### src/rtl/adder_arbiter_if.sv
// Handshake bundle between the requesters/result consumer and the
// shared-adder arbiter. The arbiter side uses the slave modport.
interface adder_arbiter_if #(
    parameter int WIDTH   = 4,
    parameter int NUM_REQ = 4,
    parameter int ID_W    = 2
);
    logic [NUM_REQ-1:0]       req;
    logic [NUM_REQ*WIDTH-1:0] a_bus;
    logic [NUM_REQ*WIDTH-1:0] b_bus;
    logic [NUM_REQ-1:0]       cin_bus;
    logic [NUM_REQ-1:0]       gnt;
    logic                     busy;
    logic                     res_valid;
    logic                     res_ready;
    logic [ID_W-1:0]          res_id;
    logic [WIDTH-1:0]         res_sum;
    logic                     res_cout;
    logic                     res_parity;

    modport master (
        output req, a_bus, b_bus, cin_bus, res_ready,
        input  gnt, busy, res_valid, res_id, res_sum, res_cout, res_parity
    );

    modport slave (
        input  req, a_bus, b_bus, cin_bus, res_ready,
        output gnt, busy, res_valid, res_id, res_sum, res_cout, res_parity
    );
endinterface

### src/rtl/adder_arbiter.sv
// Round-robin arbiter sharing one registered adder among NUM_REQ requesters.
// Macro ADDER_ARB_CIN_EN: defined -> cin_bus feeds carry-in; undefined -> carry-in 0.
module adder_arbiter #(
    parameter int WIDTH   = 4,
    parameter int NUM_REQ = 4,
    parameter int ID_W    = 2
) (
    input  logic           clk,
    input  logic           rst,
    adder_arbiter_if.slave bus
);
    localparam int IDX_W = (NUM_REQ > 1) ? $clog2(NUM_REQ) : 1;

`ifdef ADDER_ARB_CIN_EN
    localparam logic CIN_EN = 1'b1;
`else
    localparam logic CIN_EN = 1'b0;
`endif

    typedef enum logic [1:0] {
        IDLE   = 2'd0,
        GRANT  = 2'd1,
        ADD    = 2'd2,
        RESULT = 2'd3
    } state_t;

    state_t             state;
    logic [IDX_W-1:0]   last_ptr;
    logic [IDX_W-1:0]   winner;
    logic [IDX_W-1:0]   next_win;
    logic               found;
    logic [IDX_W-1:0]   cand;
    logic [WIDTH-1:0]   op_a;
    logic [WIDTH-1:0]   op_b;
    logic               op_cin;
    logic [WIDTH:0]     total;
    logic [NUM_REQ-1:0] gnt_r;
    logic               busy_r;
    logic               valid_r;
    logic [ID_W-1:0]    id_r;
    logic [WIDTH-1:0]   sum_r;
    logic               cout_r;
    logic               par_r;

    // Round-robin search: first requester after last_ptr, wrapping to 0.
    always_comb begin
        next_win = last_ptr;
        found    = 1'b0;
        cand     = '0;
        for (int k = 1; k <= NUM_REQ; k++) begin
            cand = IDX_W'((int'(last_ptr) + k) % NUM_REQ);
            if (!found && bus.req[cand]) begin
                found    = 1'b1;
                next_win = cand;
            end
        end
    end

    assign total = {1'b0, op_a} + {1'b0, op_b} + (WIDTH + 1)'(op_cin);

    // Sequencer: arbitrate, grant, add, then hold the result until accepted.
    always_ff @(posedge clk) begin
        if (rst) begin
            state    <= IDLE;
            last_ptr <= IDX_W'(NUM_REQ - 1);
            winner   <= '0;
            op_a     <= '0;
            op_b     <= '0;
            op_cin   <= 1'b0;
            gnt_r    <= '0;
            busy_r   <= 1'b0;
            valid_r  <= 1'b0;
            id_r     <= '0;
            sum_r    <= '0;
            cout_r   <= 1'b0;
            par_r    <= 1'b1;
        end else begin
            unique case (state)
                IDLE: begin
                    if (found) begin
                        winner   <= next_win;
                        last_ptr <= next_win;
                        gnt_r    <= NUM_REQ'(1) << next_win;
                        busy_r   <= 1'b1;
                        state    <= GRANT;
                    end
                end
                GRANT: begin
                    op_a   <= bus.a_bus[int'(winner) * WIDTH +: WIDTH];
                    op_b   <= bus.b_bus[int'(winner) * WIDTH +: WIDTH];
                    op_cin <= CIN_EN & bus.cin_bus[winner];
                    gnt_r  <= '0;
                    state  <= ADD;
                end
                ADD: begin
                    sum_r   <= total[WIDTH-1:0];
                    cout_r  <= total[WIDTH];
                    par_r   <= ~total[0];
                    id_r    <= ID_W'(winner);
                    valid_r <= 1'b1;
                    state   <= RESULT;
                end
                RESULT: begin
                    if (bus.res_ready) begin
                        valid_r <= 1'b0;
                        busy_r  <= 1'b0;
                        state   <= IDLE;
                    end
                end
                default: state <= IDLE;
            endcase
        end
    end

    assign bus.gnt        = gnt_r;
    assign bus.busy       = busy_r;
    assign bus.res_valid  = valid_r;
    assign bus.res_id     = id_r;
    assign bus.res_sum    = sum_r;
    assign bus.res_cout   = cout_r;
    assign bus.res_parity = par_r;
endmodule

### src/flat_wrapper.sv
// flat-port wrapper written by rule: the top's interface ports become plain ports
module adder_arbiter_flat 
#(
    parameter int WIDTH   = 4,
    parameter int NUM_REQ = 4,
    parameter int ID_W    = 2
)
  (clk, rst, bus_req, bus_a_bus, bus_b_bus, bus_cin_bus, bus_res_ready, bus_gnt, bus_busy, bus_res_valid, bus_res_id, bus_res_sum, bus_res_cout, bus_res_parity);
  adder_arbiter_if #(.WIDTH(WIDTH), .NUM_REQ(NUM_REQ), .ID_W(ID_W)) bus_i ();
  input  logic clk;
  input  logic rst;
  input wire logic [$bits(bus_i.req)-1:0] bus_req;
  input wire logic [$bits(bus_i.a_bus)-1:0] bus_a_bus;
  input wire logic [$bits(bus_i.b_bus)-1:0] bus_b_bus;
  input wire logic [$bits(bus_i.cin_bus)-1:0] bus_cin_bus;
  input wire logic [$bits(bus_i.res_ready)-1:0] bus_res_ready;
  output wire logic [$bits(bus_i.gnt)-1:0] bus_gnt;
  output wire logic [$bits(bus_i.busy)-1:0] bus_busy;
  output wire logic [$bits(bus_i.res_valid)-1:0] bus_res_valid;
  output wire logic [$bits(bus_i.res_id)-1:0] bus_res_id;
  output wire logic [$bits(bus_i.res_sum)-1:0] bus_res_sum;
  output wire logic [$bits(bus_i.res_cout)-1:0] bus_res_cout;
  output wire logic [$bits(bus_i.res_parity)-1:0] bus_res_parity;
  assign bus_i.req = bus_req;
  assign bus_i.a_bus = bus_a_bus;
  assign bus_i.b_bus = bus_b_bus;
  assign bus_i.cin_bus = bus_cin_bus;
  assign bus_i.res_ready = bus_res_ready;
  assign bus_gnt = bus_i.gnt;
  assign bus_busy = bus_i.busy;
  assign bus_res_valid = bus_i.res_valid;
  assign bus_res_id = bus_i.res_id;
  assign bus_res_sum = bus_i.res_sum;
  assign bus_res_cout = bus_i.res_cout;
  assign bus_res_parity = bus_i.res_parity;
  adder_arbiter #(.WIDTH(WIDTH), .NUM_REQ(NUM_REQ), .ID_W(ID_W)) u_core (.clk(clk), .rst(rst), .bus(bus_i));
endmodule
### config.mk
export PLATFORM = sky130hd
export DESIGN_NAME = adder_arbiter_flat
export DESIGN_NICKNAME = d
export VERILOG_FILES = /design/src/rtl/adder_arbiter_if.sv /design/src/rtl/adder_arbiter.sv /design/src/flat_wrapper.sv
export SDC_FILE = /design/constraint.sdc
export NUM_CORES = 1
export LEC_CHECK = 0
export BUFFER_PORTS_ARGS = -buffer_cell sky130_fd_sc_hd__buf_2
export CORE_MARGIN = 2
export CORE_UTILIZATION = 44
export CTS_CLUSTER_DIAMETER = 120
export DETAILED_ROUTE_END_ITERATION = 6
export PLACE_DENSITY_LB_ADDON = 0.12
export SLEW_MARGIN = 20
export SYNTH_ARGS = -nofsm -noshare
export SYNTH_HDL_FRONTEND = slang
export SYNTH_SLANG_ARGS = --single-unit
export TNS_END_PERCENT = 100
### constraint.sdc
create_clock -name clk -period 1.4 [get_ports clk]
set_input_delay 0 -clock clk [delete_from_list [all_inputs] [get_ports clk]]
set_output_delay 0 -clock clk [all_outputs]
set_load 0.02 [all_outputs]
==> results of run 1 <==
-- where the power goes --
| group | switching (mW) | total (mW) | leakage (nW) | internal [mW] |
|---|---|---|---|---|
| Sequential | 0.256 | 1.35 | 0.232 | 1.09 |
| Clock | 0.239 | 0.399 | 0.0210 | 0.160 |
| Combinational | 1.11 | 2.39 | 0.687 | 1.28 |
| Total | 1.61 | 4.14 | 0.940 | 2.53 |
-- worst max-delay path, stage by stage, from the launching register on --
cell	delay, ns
dfxtp_2	0.38
ha_4	0.14
inv_2	0.03
fa_2	0.37
nor2b_1	0.15
o21ai_1	0.07
a311oi_1	0.26
-- final cells by class --
class                   instances  area share, %
well taps                      46           2.72
flip-flops and latches         28           27.2
repair buffers                 73           21.3
inverters                       6           1.06
multi-input cells             107           46.0
clock buffers                   4           1.71
-- routing by layer --
layer	part of all wire, %	up-vias
met5	0	-
met4	1.1	0
met3	3.5	4
met2	52	31
met1	44	639
li1	-	682
-- per-stage QoR --
step	instances	total power, mW	util, %	setup TNS (ns)	worst slack, ns
floorplan	149	2.66	-	-0.0741	-0.0741
finish	264	4.14	63.9	-0.152	-0.0743
global route	264	4.46	63.9	-0.388	-0.134
CTS	262	3.96	61.4	-0.0740	-0.0589
detailed placement	256	3.40	58.3	-0.189	-0.0569
global placement	256	3.31	58.3	-0.0451	-0.0247
-- state kept, by name (all words and copies together), names as in the netlist --
name,cells
u_core.last_ptr,2
u_core.bus.res_parity,1
u_core.bus.res_valid,1
u_core.state,2
u_core.bus.gnt,4
u_core.op_b,4
u_core.bus.res_sum,4
u_core.bus.busy,1
u_core.op_a,4
u_core.winner,2
u_core.bus.res_id,2
u_core.bus.res_cout,1
-- worst max path at each step --
| stage | end | slack, ns | cells after the start |
|---|---|---|---|
| 6_report | u_core.bus.res_cout | -0.07 | 6 |
| 5_1_grt | u_core.bus.res_cout | -0.13 | 6 |
| 4_1_cts | u_core.bus.gnt[1] | -0.06 | 4 |
| 3_5_place_dp | u_core.bus.gnt[1] | -0.06 | 4 |
| 3_3_place_gp | u_core.bus.res_cout | -0.02 | 6 |
| 2_1_floorplan | u_core.bus.gnt[1] | -0.07 | 5 |
-- kinds of logic after synthesis --
family                     Yosys count  share of synthesized area [%]
AOI/OAI and AO/OA                   26                           12.3
and+or+nand+nor                     50                           17.4
buffers and inverters               14                           4.14
muxes                               21                           20.5
DFF                                 28                           37.1
xor gates and xnor gates             1                          0.580
adders and majority gates            9                           7.95
-- synth_stat cells, types with 3 or more instances --
master	number
mux4_2	8
o21ai_0	3
dfxtp_1	28
ha_1	8
clkbuf_1	3
mux2i_1	13
nor2_1	24
nor2b_1	5
a21oi_1	9
nand2_1	4
inv_1	6
nand2b_1	4
nor3_1	4
a211oi_1	3
-- repair_timing --
item	in CTS	in global routing
hold endpoints to repair	1	0
endpoints found under the setup margin	7	19
cloned	0	1
hold buffers	1	0
setup buffers	1	1
resized for setup	17	13
pin swaps	3	4
==> run summary, run 1 <==
most frequent cells in the layout: 52 x buf_2, 23 x nor2_1, 18 x buf_4, 18 x dfxtp_1, 13 x mux2i_1
first-pass detailed-route iteration total: 4
Hold Slack: 0.0457 ns
Initial Util: 45.6%
Synth Net Count: 201
global-route wire length before repair: 5730 um
Sink Count: 28
Die ar.: 3920 um^2
failing checks: setup timing
Total Routing Usage GR: 18.3%
Die H: 62.6 um
CTS Buf Count: 3
overall die width: 62.6 um
DR WL/cell: 13.9 um
critical path endpoint category: flop
R2R setup slack: -0.07 ns
Post-Syn Instances: 149
synthesized cell area: 1510 um^2
setup slack after layout: -0.0743 ns
largest cells by area after synthesis: dfxtp_1 37%, mux4_2 12%, mux2i_1 8.6%
GR Layer Usage met3: 3.06%
RSZ-0062 raised after global routing: true
Setup Skew: 0.00773 ns
Congestion Overflow GR: 0
Crit Reg-Reg Endpoint: u_core.bus.res_cout
Worst Setup Start Kind: flop
number of synthesized flops with an enable pin: 0
Worst slew margin: 75.3%
Required @ worst endpoint: 1.65 ns
total number of H-tree levels: 1
PwrDens: 1960 nW/um^2
Rows: 21
run status: finished, violations left
Setup CP Type: flop to flop
nets@finish: 271
MaxCap Viol Count: 0
fin area: 2120 um^2
Port Buffers: 52
Longest Clk Path Bufs: 2
critical path launch point: u_core.op_a[0]
hold crit path type: input port to flop
Reg-to-Reg Start: u_core.op_a[0]
synthesized flop and latch total: 28
Fmax achieved: 678 MHz
grt met2 use: 31.6%
crit-path max FO: 2
clock-pin slew on the worst setup and hold paths: 0.14 ns
largest net degree at the start of global routing: 21
Hold Violations, Final: 0
Initial DRC Count: 39
CTS Root Cell: clkbuf_4
drc violations: 0
via-per-instance ratio: 5.14
cell taking the most area after synthesis: dfxtp_1
Seq/Total Area, Yosys: 37.1%
DP Area: 1930 um^2
final WL: 3660 um
Slew Viols, Final: 0
core area: 3310 um^2
Yosys top cell area share: 37.1%
asr flop ratio synth: 0%
antenna violations before repair: 0
IR drop worst, VDD: 0.000972 V
FF-to-FF path depth: 6
P_leak: 0.940 nW
period utilization: 105%
YS warnings: 0
GRT busiest layer: met2
IO Pins: 57
Cell variety after synth: 36
Hold EP: u_core.op_a[3]
GPL Wtd Cong: 0.740
grt met1 use: 23.3%
Post-Syn Area per Cell: 10.1 um^2
Multi-input gate area: 975 um^2
detailed-route via count: 1356
post-DP HPWL: 2590 um
layout cells sized above 1: 53.2%
Top FF cell, synth: dfxtp_1
commonest non-fill, non-tap cell in the layout: buf_2
vias in the first global route: 1280
Final setup viols: 3
worst hold path depth: 2
Worst-Margin Slew: 0.371 ns
Routed Antenna Nets: 0
fin crit period: 1.47 ns
Worst-Skew Late Latency: 0.34 ns
Antenna Cells: 0
Area growth syn-to-layout: 40.2%
CTS tree: yes
min-delay src: rst
Reg area: 576 um^2
number of fill cells in the layout: 290
crit path DAT: 1.73 ns
Power figures use the tool's default switching activity.
==> run 2, diff against run 1 <==
--- a/config.mk
+++ b/config.mk
@@ -5,9 +5,10 @@
 export SDC_FILE = /design/constraint.sdc
 export NUM_CORES = 1
 export LEC_CHECK = 0
+export ABC_AREA = 1
 export BUFFER_PORTS_ARGS = -buffer_cell sky130_fd_sc_hd__buf_2
 export CORE_MARGIN = 2
-export CORE_UTILIZATION = 44
+export CORE_UTILIZATION = 46
 export CTS_CLUSTER_DIAMETER = 120
 export DETAILED_ROUTE_END_ITERATION = 6
 export PLACE_DENSITY_LB_ADDON = 0.12
==> run 2 against run 1 <==
Net effect:
- the flow still finishes with violations (setup timing)
- synthesized area increased by 22%
- register-to-register slack worse by 0.07 ns
- utilization grew 2.0 points
- setup slack got worse by 0.069 ns
- non-clock buffer count is the same
- sequential cell count did not move
- critical path depth is 5 higher
- sequential share of layout area decreased by 4.0 points
==> run summary, run 2 <==
global-route wire length before repair: 7210 um
cell with the most instances after synthesis: nand2_1
Required @ worst endpoint: 1.55 ns
CP cell instances: inv_8 > nand2_4 > nand2_4 > nand2_4 > nand2_4 > nor2_8 > nand2_4 > nand3_1 > nand2_4 > nand2_4 > o211ai_2
Sw Share: 47.8%
P_leak: 1.26 nW
DR WL/cell: 11.4 um
post-synthesis compound-gate area fraction: 21.5%
critical path endpoint category: flop
combinational share of power: 65.9%
share of power burned in registers: 24.2%
hold crit path type: input port to flop
nets@finish: 383
Adder-Cell Fraction of Synth Area: 6.52%
Port Buffers: 52
asr flop ratio synth: 0%
GPL Wtd Cong: 0.879
number of synthesized flops with an enable pin: 0
P_int: 2.96 mW
core area: 3740 um^2
Longest Clk Path Bufs: 2
largest family of logic cells by synthesized area: simple AND/OR/NAND/NOR gates
Post-Syn Instances: 262
post-synthesis simple-gate area fraction: 31.2%
fin crit period: 1.54 ns
Top FF cell, synth: dfxtp_1
layout cells sized above 1: 40.3%
Sink Count: 28
Cell variety after synth: 34
pre-CTS setup slack: -0.157 ns
Core Util, Final: 65.9%
MaxCap Viol Count: 0
CTS tree: yes
Commonest cells post-synth: 43 x nand2_1, 41 x nor2_1, 33 x o21ai_0
CP peak stage delay: 0.43 ns
antenna violations before repair: 0
clock-pin slew on the worst setup and hold paths: 0.10 ns
post-DP HPWL: 3340 um
Post-Syn Area per Cell: 7.03 um^2
Initial Util: 49.2%
Worst Path Buf+Inv: 1
Routed Antenna Nets: 0
Worst-Skew Late Latency: 0.28 ns
Slew Viols, Final: 0
Worst slew margin: 71.8%
Total Routing Usage GR: 20.5%
RSZ-0062 raised after global routing: true
total number of H-tree levels: 1
Worst-Margin Slew: 0.423 ns
vias in the first global route: 1674
Congestion Overflow GR: 0
commonest non-fill, non-tap cell in the layout: buf_2
number of fill cells in the layout: 354
Rows: 22
most frequent cells in the layout: 52 x buf_2, 41 x nor2_1, 31 x o21ai_0, 29 x nand2_1, 26 x inv_1
setup_tns: -1.14 ns
Fmax achieved: 648 MHz
failing checks: setup timing
cell taking the most area after synthesis: dfxtp_1
overall die width: 67.3 um
Die H: 67.3 um
crit-path max FO: 8
Initial DRC Count: 63
largest net degree at the start of global routing: 19
CTS Root Cell: clkbuf_8
IR drop worst, VDD: 0.00130 V
fin area: 2470 um^2
setup slack after layout: -0.143 ns
Switch Pwr: 2.71 mW
Synth Net Count: 314
Post-Synth XOR/XNOR Area: 0.951%
Seq/Total Area, Yosys: 30.4%
PwrDens: 2300 nW/um^2
synthesized flop and latch total: 28
Setup Skew: 0.0105 ns
detailed-route via count: 1885
Antenna Cells: 0
final WL: 4300 um
Yosys top cell area share: 30.4%
synthesized cell area: 1840 um^2
drc violations: 0
crit path DAT: 1.69 ns
largest cells by area after synthesis: dfxtp_1 30%, o21ai_0 9.0%, nand2_1 8.8%
run status: finished, violations left
IO Pins: 57
Most common cell on crit path: nand2_4
Hold Violations, Final: 0
Hold Slack: 0.0403 ns
Crit-path slowest cell: dfxtp_4
Worst Setup Start Kind: flop
CP top delay family: simple AND/OR/NAND/NOR gates
clock share of power: 9.9%
YS warnings: 0
via-per-instance ratio: 4.99
DP Area: 2290 um^2
Area growth syn-to-layout: 34.0%
post-synthesis mux area share: 0%
CTS Buf Count: 3
Die ar.: 4530 um^2
hold buffer count at cts: 0
Final setup viols: 11
first-pass detailed-route iteration total: 4
period utilization: 110%
Setup CP Type: flop to flop
[run 2: cells by family (layout without fill, tap and decap cells)]
family	count (synthesis)	count (layout)
simple gates	118	118
compound gates	66	66
buf+inv	39	107
flops	28	28
fa+ha+maj	9	9
xor+xnor	2	2
[run 2: through the flow]
step	cells	power, mW
6_report	378	5.67
5_1_grt	378	6.19
4_1_cts	374	5.38
3_5_place_dp	370	4.75
3_3_place_gp	370	4.73
2_1_floorplan	262	3.87
[run 2: power groups by stage]
stage | combinational (mW) | clock [mW] | sequential [mW]
floorplan | 2.37 | 0 | 1.50
global placement | 3.37 | 0 | 1.36
detailed placement | 3.39 | 0 | 1.37
CTS | 3.44 | 0.580 | 1.35
global route | 4.15 | 0.610 | 1.42
finish | 3.74 | 0.563 | 1.37
[run 2: worst paths after layout]
path         slack, ns  cells past startpoint               endpoint                  start
max              -0.14                     11     u_core.last_ptr[1]     u_core.last_ptr[0]
min               0.04                      4   u_core.bus.res_valid          bus_res_ready
max reg2reg      -0.14                     11     u_core.last_ptr[1]     u_core.last_ptr[0]
min reg2reg       0.46                      1  u_core.bus.res_parity  u_core.bus.res_parity
[run 2: routing by layer]
layer  share of wire [%]  wire (um)  track usage, %
met1                  51       2210            29.4
met3                 6.0        260            4.17
met5                   0          0               0
met2                  42       1830            33.2
met4                0.14          6            1.53
[run 2: layout make-up]
type	count	area (um^2)	share of cell area (%)
clock buffers	4	66.3	2.69
repair buffers	73	422	17.1
inverters	30	123	4.97
flip-flops and latches	28	572	23.2
multi-input cells	195	1220	49.6
well taps	48	60.1	2.43
[run 2: repair_timing]
item                       in CTS  in global routing
gates resized for setup         5                 20
pin swaps                       6                  9
setup endpoints to repair      12                 17
buffers inserted                0                  4
[run 2: worst register-to-register path, cell delays in order (launching register included)]
cell	delay, ns
dfxtp_4	0.43
inv_8	0.07
nand2_4	0.06
nand2_4	0.07
nand2_4	0.08
nand2_4	0.08
nor2_8	0.17
nand2_4	0.10
nand3_1	0.14
nand2_4	0.08
nand2_4	0.08
o211ai_2	0.06
